**src/rtl/pll_power_sequencer.sv**
```systemverilog
// PLL power-up sequencer: power-on, reset hold, lock qualification, run.
// Drops to bypass on lock loss and parks in FAULT on lock timeout.
module pll_power_sequencer #(
    parameter int RST_CYCLES   = 100,
    parameter int LOCK_FILTER  = 16,
    parameter int LOCK_TIMEOUT = 4096
) (
    input  logic       ref_clk,
    input  logic       reset,
    input  logic       en,
    input  logic       req_enp,
    input  logic       req_enr,
    input  logic       clr_err,
    input  logic       pll_lock,
    output logic       pll_pwron,
    output logic       pll_rst,
    output logic       pll_bypass,
    output logic       pll_enp,
    output logic       pll_enr,
    output logic       ready,
    output logic [2:0] state,
    output logic       timeout_err,
    output logic       lock_lost
);

    localparam int MAX_AB = (RST_CYCLES > LOCK_FILTER) ? RST_CYCLES : LOCK_FILTER;
    localparam int MAX_P  = (MAX_AB > LOCK_TIMEOUT) ? MAX_AB : LOCK_TIMEOUT;
    localparam int CW     = $clog2(MAX_P + 1);

    localparam logic [CW-1:0] RST_LAST  = CW'(RST_CYCLES - 1);
    localparam logic [CW-1:0] LOCK_LAST = CW'(LOCK_FILTER - 1);
    localparam logic [CW-1:0] TO_LAST   = CW'(LOCK_TIMEOUT - 1);

    typedef enum logic [2:0] {
        S_OFF  = 3'd0,
        S_RST  = 3'd1,
        S_WAIT = 3'd2,
        S_RUN  = 3'd3,
        S_FLT  = 3'd4
    } state_t;

    state_t        state_q, state_n;
    logic [CW-1:0] cyc_q, cyc_n;
    logic [CW-1:0] lck_q, lck_n;
    logic          to_set, ll_set;
    logic          pwron_n, rst_n_v, byp_n, enp_n, enr_n, rdy_n;

    // Saturating increment so counters never wrap.
    function automatic logic [CW-1:0] sat_inc(input logic [CW-1:0] v);
        return (v == {CW{1'b1}}) ? v : v + CW'(1);
    endfunction

    // Next-state, counter and registered-output decode.
    always_comb begin
        state_n = state_q;
        cyc_n   = cyc_q;
        lck_n   = lck_q;
        to_set  = 1'b0;
        ll_set  = 1'b0;
        if (!en) begin
            state_n = S_OFF;
            cyc_n   = '0;
            lck_n   = '0;
        end else begin
            case (state_q)
                S_OFF: begin
                    state_n = S_RST;
                    cyc_n   = '0;
                    lck_n   = '0;
                end
                S_RST: begin
                    if (cyc_q == RST_LAST) begin
                        state_n = S_WAIT;
                        cyc_n   = '0;
                        lck_n   = '0;
                    end else begin
                        cyc_n = sat_inc(cyc_q);
                    end
                end
                S_WAIT: begin
                    cyc_n = sat_inc(cyc_q);
                    lck_n = pll_lock ? sat_inc(lck_q) : '0;
                    // Lock qualification beats a same-cycle timeout.
                    if (pll_lock && lck_q == LOCK_LAST) begin
                        state_n = S_RUN;
                        cyc_n   = '0;
                        lck_n   = '0;
                    end else if (cyc_q == TO_LAST) begin
                        state_n = S_FLT;
                        to_set  = 1'b1;
                        cyc_n   = '0;
                        lck_n   = '0;
                    end
                end
                S_RUN: begin
                    if (!pll_lock) begin
                        state_n = S_WAIT;
                        ll_set  = 1'b1;
                        cyc_n   = '0;
                        lck_n   = '0;
                    end
                end
                S_FLT: begin
                    state_n = S_FLT;
                end
                default: begin
                    state_n = S_OFF;
                    cyc_n   = '0;
                    lck_n   = '0;
                end
            endcase
        end

        pwron_n = 1'b0;
        rst_n_v = 1'b1;
        byp_n   = 1'b1;
        enp_n   = 1'b0;
        enr_n   = 1'b0;
        rdy_n   = 1'b0;
        case (state_n)
            S_RST: begin
                pwron_n = 1'b1;
            end
            S_WAIT: begin
                pwron_n = 1'b1;
                rst_n_v = 1'b0;
            end
            S_RUN: begin
                pwron_n = 1'b1;
                rst_n_v = 1'b0;
                byp_n   = 1'b0;
                enp_n   = req_enp;
                enr_n   = req_enr;
                rdy_n   = 1'b1;
            end
            default: begin
                pwron_n = 1'b0;
            end
        endcase
    end

    // State, counters and outputs all update on the same edge.
    always_ff @(posedge ref_clk) begin
        if (reset) begin
            state_q    <= S_OFF;
            cyc_q      <= '0;
            lck_q      <= '0;
            pll_pwron  <= 1'b0;
            pll_rst    <= 1'b1;
            pll_bypass <= 1'b1;
            pll_enp    <= 1'b0;
            pll_enr    <= 1'b0;
            ready      <= 1'b0;
        end else begin
            state_q    <= state_n;
            cyc_q      <= cyc_n;
            lck_q      <= lck_n;
            pll_pwron  <= pwron_n;
            pll_rst    <= rst_n_v;
            pll_bypass <= byp_n;
            pll_enp    <= enp_n;
            pll_enr    <= enr_n;
            ready      <= rdy_n;
        end
    end

    // Sticky error flags; a set event outranks a same-cycle clear.
    always_ff @(posedge ref_clk) begin
        if (reset) begin
            timeout_err <= 1'b0;
            lock_lost   <= 1'b0;
        end else begin
            if (to_set)
                timeout_err <= 1'b1;
            else if (clr_err)
                timeout_err <= 1'b0;
            if (ll_set)
                lock_lost <= 1'b1;
            else if (clr_err)
                lock_lost <= 1'b0;
        end
    end

    assign state = state_q;

endmodule

```
**config.mk**
```make
export PLATFORM = sky130hd
export DESIGN_NAME = pll_power_sequencer
export DESIGN_NICKNAME = d
export VERILOG_FILES = /design/src/rtl/pll_power_sequencer.sv
export SDC_FILE = /design/constraint.sdc
export NUM_CORES = 1
export LEC_CHECK = 0
export ABC_AREA = 1
export CELL_PAD_IN_SITES_DETAIL_PLACEMENT = 0
export CELL_PAD_IN_SITES_GLOBAL_PLACEMENT = 1
export CORE_ASPECT_RATIO = 1.75
export CORE_UTILIZATION = 42
export DETAILED_ROUTE_END_ITERATION = 10
export PLACE_DENSITY_LB_ADDON = 0.1
export SETUP_SLACK_MARGIN = 0.2
export SLEW_MARGIN = 20
export SYNTH_ARGS = -nofsm -noshare
export SYNTH_HDL_FRONTEND = slang
export SYNTH_SLANG_ARGS = --single-unit
```
**constraint.sdc**
```tcl
create_clock -name ref_clk -period 2.2 [get_ports ref_clk]
set_input_delay 0.44 -clock ref_clk [delete_from_list [all_inputs] [get_ports ref_clk]]
set_output_delay 0.44 -clock ref_clk [all_outputs]
set_load 0.01 [all_outputs]
```
==> reports/summary.txt <==
CP cell instances = ha_1 > nand3_2 > inv_2 > nand2_2 > nor2_4 > nand3_4 > nand2_8 > nand2_4 > nand2_1 > a21oi_2
Pre-CTS setup slack = 0.0944 ns
Multi-input gate area = 1310 µm²
Min-Delay Path Class = reg -> reg
FMAX = 549 MHz
Worst Clk Skew = 0.00526 ns
CP startpoint = lck_q[1]
Cell count after synthesis = 326
Worst hold start = lock_lost
Synthesized cell area = 2270 µm²
# setup viols final = 0
Synth warn = 0
Critical Path Max Stage Delay = 0.37 ns
Placed inst area = 2540 µm²
Design Area, Final = 2670 µm²
Most common cell after layout, fill and taps aside = nand2_1
Drt via density = 5.08
Die area = 5710 µm²
Slew HR = 0.715
CP Capture Type = flop
Placer Congestion = 0.915
Buffers added on ports = 17
Final nets = 367
Max VDD drop = 0.217 mV
Vias in the first global route = 2097
Later-pin clock latency in the skew report = 0.29 ns
Power density over cell area = 462 nW/µm²
Largest net degree at the start of global routing = 14
Setup ws final = 0.380 ns
Final wirelength = 6.02 mm
Final period util = 0.827
CTS clk-pin slew, worst paths = 0.08 ns
Area delta synth->final = 17.6%
Top post-synthesis cells by area = dfxtp_1 33%, nand2_1 11%, nor2_1 7.9%, inv_1 6.4%, nand3_1 6.4%
Crit-path slowest cell = dfxtp_1
RSZ-0062 raised after global routing = no
Final ANT Viol Nets = 0
Die width = 57.6 µm
Largest area contributor in the netlist = dfxtp_1
WP data arrival = 2.00 ns
Initial core utilization = 0.436
Site Rows = 35
Clock sink total = 37
Inst Count DP = 401
Startpoint Class = flop
Final Max Tran Viols = 0
Max-cap viol count = 0
TritonCTS buffer count = 5
Setup CP Type = reg -> reg
Critical Path RT = 2.38 ns
Root buffer cell = clkbuf_8
Outcome = finished clean
Overall routing resource usage = 0.234
Syn Nets = 335
H-Tree Depth = 2
Final std cells w/o fill = 414
Register area share after synthesis = 0.326
Sequential Area = 742 µm²
Detailed Place HPWL = 4.83 mm
Share of layout cells above drive strength 1 = 0.212
Most frequent cells in the layout = 65 x nand2_1, 48 x nor2_1, 39 x inv_1
Reg-to-reg critical path startpoint = lck_q[1]
Via Count = 2105
Die Ht = 99.2 µm
Share of the synthesized area in the top cell type = 0.326
P_leak = 1.02 nW
Final hold vios = 0
DRT iter0 DRCs = 68
Synth Register Bits = 37
Fill cells = 554
Antenna Diode Count = 0
Drt drc = 0
Syn avg cell area = 6.96 µm²
Final setup TNS = 0 ns
I/O pin count = 18
CTS tree = built
Yosys cell types = 32
1st-pass router iterations = 4
Overflow after GRT = 0
WL/cell = 14.5 µm
Slew of the pin with the lowest slew margin = 0.425 ns
Final Critical Period = 1.82 ns
Core box area = 5210 µm²
First-pass GRT wire length = 9.93 mm
Longest Clk Path Bufs = 2
Largest fanout on the critical path = 12
Initial antenna violation count = 0
[per-layer routing]
metal  wire, µm  part of all wire  up-vias  GRT usage
li1           -                 -     1116          -
met3         63             0.010       17     0.0286
met2       3420              0.57       21      0.460
met4        337             0.056        0      0.150
met1       2200              0.36      951      0.215
met5          0                 0        -          0
[power by group]
group,total (mW),switching (mW),internal (mW)
Combinational,0.0868,0.0508,0.0361
Clock,0.470,0.251,0.220
Sequential,0.675,0.00278,0.672
[final timing paths]
path / end / slack (ns) / depth (start not counted)
worst max-delay path: lck_q[9] / 0.38 / 10
worst min-delay path: lock_lost / 0.48 / 2
worst max register to register: lck_q[9] / 0.38 / 10
worst min register to register: lock_lost / 0.48 / 2
[kinds of logic after synthesis]
kind of cell / share of synthesized area
compound gates: 0.0777
flops: 0.326
fa+ha+maj: 0.0110
xor+xnor: 0.0193
buf+inv: 0.101
simple gates: 0.465
[through the flow]
stage,hold slack (ns),util,power (mW)
5_1_grt,0.513,0.512,1.29
4_1_cts,0.486,0.503,1.24
3_5_place_dp,0.474,0.487,0.770
3_3_place_gp,0.462,0.487,0.769
6_report,0.478,0.512,1.23
2_1_floorplan,0.467,-,0.742
[final cells by class]
type	instances	area share
Tap cell	55	0.0258
Multi-Input combinational cell	236	0.491
Inverter	47	0.0661
Clock buffer	6	0.0272
Clock inverter	2	0.00375
Timing Repair Buffer	31	0.108
Sequential cell	37	0.278
[Yosys cell counts]
cell / number
o21ai_0: 4
nand3_2: 13
inv_2: 8
nand3_1: 29
a211oi_1: 1
buf_2: 2
dfxtp_1: 37
nand2_1: 65
nor3b_2: 1
nand4_1: 14
ha_1: 2
a21oi_4: 1
clkbuf_1: 1
nand3_4: 1
buf_12: 1
o21bai_1: 2
a21oi_1: 10
buf_6: 1
nand2_4: 5
nor3_1: 8
inv_1: 39
xor2_1: 5
nor2_4: 1
a31oi_1: 1
nor3b_1: 2
nor2_2: 5
nor3_2: 4
or2_2: 1
nor2_1: 48
buf_4: 1
nand2_2: 6
a21oi_2: 7
[timing repair]
item,4_1_cts,5_1_grt
hold buffers,0,0
gates resized for setup,0,3
buffers inserted,0,5
endpoints found under the setup margin,0,24
[critical path, delay by kind of cell, from the launching register on]
kind	cells	cell delay [ns]
buffers and inverters	1	0.10
AOI/OAI and AO/OA	1	0.05
adders and majority gates	1	0.31
and+or+nand+nor	7	0.90
DFF	1	0.37
Note: power is estimated with default switching activity, not from simulation.
